**src/rtl/rgb_pkg.sv**
```systemverilog
// Shared types and image-size defaults for the RGB pixel fetch path.
package rgb_pkg;

    localparam int ROW_DEF = 2048;
    localparam int COL_DEF = 1153;
    localparam int NPIX    = ROW_DEF * COL_DEF;
    localparam int NBYTE   = NPIX * 3;

    typedef struct packed {
        logic [7:0] r;
        logic [7:0] g;
        logic [7:0] b;
    } pixel_t;

    typedef enum logic [1:0] {
        ST_IDLE  = 2'd0,
        ST_FETCH = 2'd1,
        ST_DONE  = 2'd2
    } state_e;

endpackage

```
**src/rtl/rgb_pixel_fetch_if.sv**
```systemverilog
// Memory read port plus pixel output stream of the RGB pixel fetcher.
interface rgb_pixel_fetch_if #(
    parameter int ADDR_W = 23,
    parameter int PIX_W  = 22
);
    logic              mem_rd;
    logic [ADDR_W-1:0] mem_addr;
    logic [7:0]        mem_rdata;
    logic [7:0]        data_0;
    logic [7:0]        data_1;
    logic [7:0]        data_2;
    logic [PIX_W-1:0]  pixel;
    logic              out_valid;
    logic              out_ready;

    // A pixel moves when out_valid && out_ready at a rising edge; once raised,
    // out_valid and its data/pixel hold until that transfer happens.
    modport master (
        output mem_rd, mem_addr,
        input  mem_rdata,
        output data_0, data_1, data_2, pixel, out_valid,
        input  out_ready
    );

    modport slave (
        input  mem_rd, mem_addr,
        output mem_rdata,
        input  data_0, data_1, data_2, pixel, out_valid,
        output out_ready
    );
endinterface

```
**src/rtl/rgb_pixel_skid.sv**
```systemverilog
// Pixel assembly register plus output register with valid/ready and index counter.
module rgb_pixel_skid
    import rgb_pkg::*;
#(
    parameter int PIX_W = 22
) (
    input  logic             clk,
    input  logic             rst,
    input  logic             clr,
    input  logic             cap_vld,
    input  logic [1:0]       cap_lane,
    input  logic [7:0]       cap_data,
    input  logic             out_ready,
    output logic             out_valid,
    output pixel_t           out_pix,
    output logic [PIX_W-1:0] pixel,
    output logic             asm_full,
    output logic             xfer
);
    pixel_t asm_pix;
    logic   out_free;
    logic   cap2;
    logic   direct;
    logic   to_asm;
    logic   move;

    assign xfer     = out_valid && out_ready;
    assign out_free = !out_valid || out_ready;
    assign cap2     = cap_vld && (cap_lane == 2'd2);
    assign direct   = cap2 && out_free;
    assign to_asm   = cap2 && !out_free;
    // Read stalls keep lane-2 captures away from cycles where asm_full is set.
    assign move     = asm_full && out_free;

    always_ff @(posedge clk) begin
        if (rst) begin
            asm_pix   <= '0;
            asm_full  <= 1'b0;
            out_pix   <= '0;
            out_valid <= 1'b0;
            pixel     <= '0;
        end else begin
            if (cap_vld && cap_lane == 2'd0) asm_pix.r <= cap_data;
            if (cap_vld && cap_lane == 2'd1) asm_pix.g <= cap_data;
            if (to_asm) asm_pix.b <= cap_data;

            if (direct) begin
                out_pix   <= '{r: asm_pix.r, g: asm_pix.g, b: cap_data};
                out_valid <= 1'b1;
            end else if (move) begin
                out_pix   <= asm_pix;
                out_valid <= 1'b1;
            end else if (xfer) begin
                out_valid <= 1'b0;
            end

            if (to_asm) asm_full <= 1'b1;
            else if (move) asm_full <= 1'b0;

            if (clr) pixel <= '0;
            else if (xfer) pixel <= pixel + PIX_W'(1);
        end
    end
endmodule

```
**src/rtl/rgb_pixel_fetch.sv**
```systemverilog
// Reads an interleaved R,G,B byte image and streams assembled pixels with their index.
module rgb_pixel_fetch
    import rgb_pkg::*;
#(
    parameter int ROW    = ROW_DEF,
    parameter int COL    = COL_DEF,
    parameter int ADDR_W = 23,
    parameter int PIX_W  = 22
) (
    input  logic              clk,
    input  logic              rst,
    input  logic              start,
    rgb_pixel_fetch_if.master bus,
    output logic              done,
    output state_e            dbg_state,
    output logic              dbg_asm_full
);
    localparam int N_PIX  = ROW * COL;
    localparam int N_BYTE = N_PIX * 3;
    localparam logic [ADDR_W-1:0] LAST_ADDR = ADDR_W'(N_BYTE - 1);
    localparam logic [PIX_W-1:0]  LAST_PIX  = PIX_W'(N_PIX - 1);

    state_e            state;
    logic [ADDR_W-1:0] rd_addr;
    logic [1:0]        lane;
    logic [1:0]        rd_lane_q;
    logic              rd_done;
    logic              rd_vld_q;
    logic              asm_full;
    logic              out_valid;
    logic              xfer;
    logic              lane0_hold;
    logic              issue;
    logic              restart;
    logic [PIX_W-1:0]  pix;
    pixel_t            out_pix;

    // A lane-0 read now would land in asm lane 0 while a stalled lane-2 byte may park there.
    assign lane0_hold = (lane == 2'd0) && rd_vld_q && (rd_lane_q == 2'd2) && out_valid;
    assign issue      = (state == ST_FETCH) && !rd_done && !asm_full && !lane0_hold;
    assign restart    = (state == ST_DONE) && start;

    always_ff @(posedge clk) begin
        if (rst) begin
            state     <= ST_IDLE;
            rd_addr   <= '0;
            lane      <= 2'd0;
            rd_done   <= 1'b0;
            rd_vld_q  <= 1'b0;
            rd_lane_q <= 2'd0;
            done      <= 1'b0;
        end else begin
            rd_vld_q  <= issue;
            rd_lane_q <= lane;
            case (state)
                ST_IDLE: begin
                    if (start) state <= ST_FETCH;
                end
                ST_FETCH: begin
                    if (issue) begin
                        lane <= (lane == 2'd2) ? 2'd0 : lane + 2'd1;
                        if (rd_addr == LAST_ADDR) rd_done <= 1'b1;
                        else rd_addr <= rd_addr + ADDR_W'(1);
                    end
                    if (xfer && pix == LAST_PIX) begin
                        state <= ST_DONE;
                        done  <= 1'b1;
                    end
                end
                ST_DONE: begin
                    if (start) begin
                        state   <= ST_FETCH;
                        done    <= 1'b0;
                        rd_addr <= '0;
                        lane    <= 2'd0;
                        rd_done <= 1'b0;
                    end
                end
                default: state <= ST_IDLE;
            endcase
        end
    end

    rgb_pixel_skid #(.PIX_W(PIX_W)) u_skid (
        .clk       (clk),
        .rst       (rst),
        .clr       (restart),
        .cap_vld   (rd_vld_q),
        .cap_lane  (rd_lane_q),
        .cap_data  (bus.mem_rdata),
        .out_ready (bus.out_ready),
        .out_valid (out_valid),
        .out_pix   (out_pix),
        .pixel     (pix),
        .asm_full  (asm_full),
        .xfer      (xfer)
    );

    assign bus.mem_rd    = issue;
    assign bus.mem_addr  = rd_addr;
    assign bus.data_0    = out_pix.r;
    assign bus.data_1    = out_pix.g;
    assign bus.data_2    = out_pix.b;
    assign bus.pixel     = pix;
    assign bus.out_valid = out_valid;
    assign dbg_state     = state;
    assign dbg_asm_full  = asm_full;
endmodule

```
**src/flat_wrapper.sv**
```systemverilog
// flat-port wrapper written by rule: the top's interface ports become plain ports
module rgb_pixel_fetch_flat import rgb_pkg::*;
#(
    parameter int ROW    = ROW_DEF,
    parameter int COL    = COL_DEF,
    parameter int ADDR_W = 23,
    parameter int PIX_W  = 22
)
  (clk, rst, start, done, dbg_state, dbg_asm_full, bus_mem_rd, bus_mem_addr, bus_mem_rdata, bus_data_0, bus_data_1, bus_data_2, bus_pixel, bus_out_valid, bus_out_ready);
  rgb_pixel_fetch_if #(.ADDR_W(ADDR_W), .PIX_W(PIX_W)) bus_i ();
  input  logic clk;
  input  logic rst;
  input  logic start;
  output logic done;
  output state_e dbg_state;
  output logic dbg_asm_full;
  output wire logic [$bits(bus_i.mem_rd)-1:0] bus_mem_rd;
  output wire logic [$bits(bus_i.mem_addr)-1:0] bus_mem_addr;
  input wire logic [$bits(bus_i.mem_rdata)-1:0] bus_mem_rdata;
  output wire logic [$bits(bus_i.data_0)-1:0] bus_data_0;
  output wire logic [$bits(bus_i.data_1)-1:0] bus_data_1;
  output wire logic [$bits(bus_i.data_2)-1:0] bus_data_2;
  output wire logic [$bits(bus_i.pixel)-1:0] bus_pixel;
  output wire logic [$bits(bus_i.out_valid)-1:0] bus_out_valid;
  input wire logic [$bits(bus_i.out_ready)-1:0] bus_out_ready;
  assign bus_mem_rd = bus_i.mem_rd;
  assign bus_mem_addr = bus_i.mem_addr;
  assign bus_i.mem_rdata = bus_mem_rdata;
  assign bus_data_0 = bus_i.data_0;
  assign bus_data_1 = bus_i.data_1;
  assign bus_data_2 = bus_i.data_2;
  assign bus_pixel = bus_i.pixel;
  assign bus_out_valid = bus_i.out_valid;
  assign bus_i.out_ready = bus_out_ready;
  rgb_pixel_fetch #(.ROW(ROW), .COL(COL), .ADDR_W(ADDR_W), .PIX_W(PIX_W)) u_core (.clk(clk), .rst(rst), .start(start), .bus(bus_i), .done(done), .dbg_state(dbg_state), .dbg_asm_full(dbg_asm_full));
endmodule
```
**config.mk**
```make
export PLATFORM = sky130hd
export DESIGN_NAME = rgb_pixel_fetch_flat
export DESIGN_NICKNAME = d
export VERILOG_FILES = /design/src/rtl/rgb_pkg.sv /design/src/rtl/rgb_pixel_fetch_if.sv /design/src/rtl/rgb_pixel_skid.sv /design/src/rtl/rgb_pixel_fetch.sv /design/src/flat_wrapper.sv
export SDC_FILE = /design/constraint.sdc
export NUM_CORES = 1
export LEC_CHECK = 0
export ABC_AREA = 1
export CORE_ASPECT_RATIO = 0.7
export CORE_MARGIN = 2
export CORE_UTILIZATION = 53
export DETAILED_ROUTE_END_ITERATION = 8
export GPL_ROUTABILITY_DRIVEN = 0
export PLACE_DENSITY_LB_ADDON = 0.2
export SLEW_MARGIN = 20
export SYNTH_ARGS = -nofsm -noshare
export SYNTH_HDL_FRONTEND = slang
export SYNTH_SLANG_ARGS = --single-unit
```
**constraint.sdc**
```tcl
create_clock -name clk -period 2.38 [get_ports clk]
set_clock_uncertainty 0.2 [all_clocks]
set_input_delay 0.238 -clock clk [delete_from_list [all_inputs] [get_ports clk]]
set_output_delay 0.238 -clock clk [all_outputs]
set_load 0.005 [all_outputs]
```
==> summary.txt, run 1 <==
Status
  – Status: completed

Drt
  – Drt total wl: 13,200 microns
  – First-pass detailed-route iteration total: 5
  – Via count: 4,980
  – Vias/cell: 5.275
  – Routed Antenna Nets: 0
  – WL per Instance: 13.98 microns
  – Iter 0 DRT Violations: 527
  – DRC Markers: 0

CTS
  – Total CTS buffers: 9
  – CTS tree: done
  – Reg clk slew, reported paths: 0.07 ns
  – Max Buffers Root-to-Sink: 2
  – Clk sinks: 104
  – Htree depth: 3
  – Hold_buf cts: 0
  – Clock root cell: clkbuf_16
  – Clk_lat worst skew: 0.35 ns

STA
  – Final Hold Fails: 0
  – Final worst setup slack: 0.09762 ns
  – Part of the cycle the worst path needs: 95.90%
  – Relative slew slack: 64.99%
  – Endpoints failing setup: 0
  – Final setup TNS: 0 ns
  – Fmax: 0.4381 GHz
  – Least-Margin Pin Slew: 0.5246 ns
  – Slew Viols, Final: 0
  – Min Tclk post-route: 2.282 ns
  – RSZ-0062 raised after global routing: no

Setup path
  – Critical path fanouts, max: 4
  – Worst path buffer plus inverter count: 3
  – FF-to-FF Start: u_core.bus.mem_addr[1]$_SDFFE_PP0P_
  – Top Family by Delay on Critical Path: buffers and inverters
  – Worst Path Required: 1.94 ns
  – Crit path largest cell delay: 0.51 ns
  – Startpoint Class: flop
  – Critical-path cell list: inv_2, nor2_4, nand2_1, nor2_1, nand2_2, inv_1, clkdlybuf4s50_1
  – R2r endpoint: u_core.bus.mem_addr[14]$_SDFFE_PP0P_
  – Worst reg-to-reg path cell count: 8
  – Critical path type: reg2out
  – Slowest cell on crit path: clkdlybuf4s50_1
  – Worst setup EP type: output pin
  – CP arrival: 1.84 ns
  – R2R setup slack: 0.25 ns

GRT
  – Tot GR Track Use: 26.12%
  – Pin count of the biggest net entering global routing: 63
  – Overflow after GRT: 0
  – Initial antenna violation count: 0
  – First-pass GRT wire length: 21,330 microns
  – Number of global-route vias before repair: 4,429

Floorplan
  – Die Area: 0.01016 sq mm
  – Core ar.: 0.009071 sq mm
  – Die Span X: 119.6 microns
  – # rows: 29
  – I/O pin total: 87
  – Initial Util: 54.69%
  – Die H: 84.95 microns

Layout
  – Final Util: 69.08%
  – Fillers: 758
  – Fin nets: 829
  – Design Area, Final: 0.006266 sq mm
  – Area delta synth->final: 26.31%
  – Layout cells sized above 1: 7.927%
  – Ant diodes: 0

Synth
  – Synth Flop Type: dfxtp_1
  – Synth Cell Area: 0.004961 sq mm
  – Register area share after synthesis: 41.97%
  – Post-synthesis register bit count: 104
  – Asr flop ratio synth: 0%
  – Post-Syn Nets: 740
  – Post-Syn Instances: 726
  – Syn_area_per_cell: 6.833 sq um
  – Syn. warnings: 0
  – Post-synth EDFFs: 0
  – Synth unique cells: 36

Power and ir drop
  – PwrDens: 579.4 mW/mm^2
  – Worst IR drop on VDD: 0.4080 mV
  – Leak: 2.572 nW

Place
  – Dpl cell area: 0.005929 sq mm
  – Post-DP HPWL: 9486 microns
  – Pre-CTS setup slack: 0.2198 ns
  – Input/output buffers: 86

Flow run
  – Max Cap Violations: 0

Hold path
  – Worst Hold Class: reg2reg
  – Hold path cells: 2
  – Hold Path Sink: u_core.u_skid.asm_pix[9]$_SDFFE_PP0P_
  – Hold wc startpoint: u_core.u_skid.asm_pix[9]$_SDFFE_PP0P_
[worst reg2reg max path: stages (launching register included)]
cell     delay (ns)
dfxtp_1        0.37
ha_1           0.27
nand3_1        0.16
nor2_1         0.31
nand2_1        0.16
o21ai_0        0.33
nand2_4        0.09
nor2_2         0.10
nor2_2         0.04
[layout make-up]
| class | instances | area [sq um] | area share (%) |
|---|---|---|---|
| tap | 124 | 155.1 | 2.476 |
| timing repair buffer | 97 | 955.9 | 15.26 |
| clock inverter | 6 | 67.56 | 1.078 |
| clock buffer | 10 | 239.0 | 3.814 |
| multi-input combinational | 508 | 2405 | 38.38 |
| sequential | 104 | 2082 | 33.23 |
| inverter | 95 | 361.6 | 5.771 |
[power by group]
part,internal [mW],switching [mW],leakage [nW]
clock,0.848,0.670,0.145
sequential,1.78,0.0219,0.840
combinational,0.119,0.198,1.59
total,2.74,0.889,2.57
[synth_stat cells, types with 4 or more instances]
| cell type | n | area [sq um] |
|---|---|---|
| dfxtp_1 | 104 | 2082 |
| nor3_1 | 8 | 40.04 |
| or2_2 | 4 | 25.02 |
| nand2_1 | 155 | 581.8 |
| nor2_2 | 9 | 56.30 |
| nand4_1 | 20 | 125.1 |
| nor2_1 | 118 | 442.9 |
| buf_2 | 9 | 45.04 |
| a21oi_1 | 45 | 225.2 |
| xor2_1 | 7 | 61.31 |
| nand2_2 | 10 | 62.56 |
| o21ai_0 | 63 | 315.3 |
| inv_1 | 88 | 330.3 |
| clkbuf_1 | 7 | 26.28 |
| nand3_1 | 46 | 230.2 |
[state kept, by name, summed over array words and instances (netlist names), 2 cells and up]
| name | count |
|---|---|
| u_core.bus.mem_addr | 23 |
| u_core.dbg_state | 2 |
| u_core.rd_lane_q | 2 |
| u_core.lane | 2 |
| u_core.u_skid.out_pix | 24 |
| u_core.u_skid.pixel | 22 |
| u_core.u_skid.asm_pix | 24 |
[placed cells by master (no fill, tap or decap), types with 2 or more instances in the layout]
master           instances
o21ai_0                 63
nor2_2                   9
clkinvlp_4               2
buf_4                   10
inv_1                   88
clkinv_1                 3
nand4_1                 20
nand2_2                 10
o21bai_1                 3
nand3_2                  2
nand3_1                 46
a21oi_1                 45
inv_2                    3
nand2_1                155
nor2_1                 118
dfxtp_1                104
clkbuf_16                9
nor2_4                   2
or2_2                    4
nand2_4                  3
ha_1                     2
clkdlybuf4s50_1         86
inv_6                    2
nor3_1                   8
xor2_1                   7
[metrics by stage]
step                hold slack [ns]  cells  power [mW]
global placement             0.2411    925       2.129
CTS                          0.2577    941       3.639
global route                 0.2766    944       3.746
finish                       0.2605    944       3.631
detailed placement           0.2472    925       2.136
floorplan                    0.1729    726       2.031
[worst max-delay path by stage]
stage	start	endpoint	slack, ns	depth (start not counted)
2_1_floorplan	u_core.bus.mem_addr[0]$_SDFFE_PP0P_	u_core.bus.mem_addr[4]$_SDFFE_PP0P_	0.54	10
3_3_place_gp	bus_out_ready	u_core.u_skid.pixel[21]$_SDFFE_PP0P_	0.29	11
3_5_place_dp	bus_out_ready	u_core.u_skid.pixel[18]$_SDFFE_PP0P_	0.22	8
4_1_cts	u_core.dbg_state[0]$_SDFFE_PP0P_	bus_mem_rd	0.03	7
5_1_grt	u_core.dbg_state[0]$_SDFFE_PP0P_	bus_mem_rd	0.01	7
6_report	u_core.dbg_state[0]$_SDFFE_PP0P_	bus_mem_rd	0.1	7
[routing by layer]
layer / track usage, % / up-vias / wire [microns]
met3: 5.847 / 24 / 1138
li1: - / 2490 / -
met4: 7.487 / 0 / 165
met1: 37.07 / 2250 / 6155
met2: 40.10 / 216 / 5740
met5: 0 / - / 0
[what timing repair did]
| item | CTS | global route |
|---|---|---|
| endpoints found under the setup margin | 1 | 1 |
| resized for setup | 1 | 0 |
| setup buffers | 0 | 3 |
| pin swaps | 0 | 2 |
[cell families after synthesis]
group                      share of synthesized area, %
and+or+nand+nor                                   34.48
adders and majority gates                        0.5043
AOI/OAI and AO/OA                                 12.11
DFF                                               41.97
buffers and inverters                             9.710
xor gates and xnor gates                          1.236
No activity file was read; power rests on OpenSTA's default activity.
==> inputs of run 2 (changes only) <==
- ABC_CLOCK_PERIOD_IN_PS: unset -> 2380
- SKIP_LAST_GASP: unset -> 1
==> results of run 2 <==
No change in the layout: final DEF, timing and power equal those of run 1.
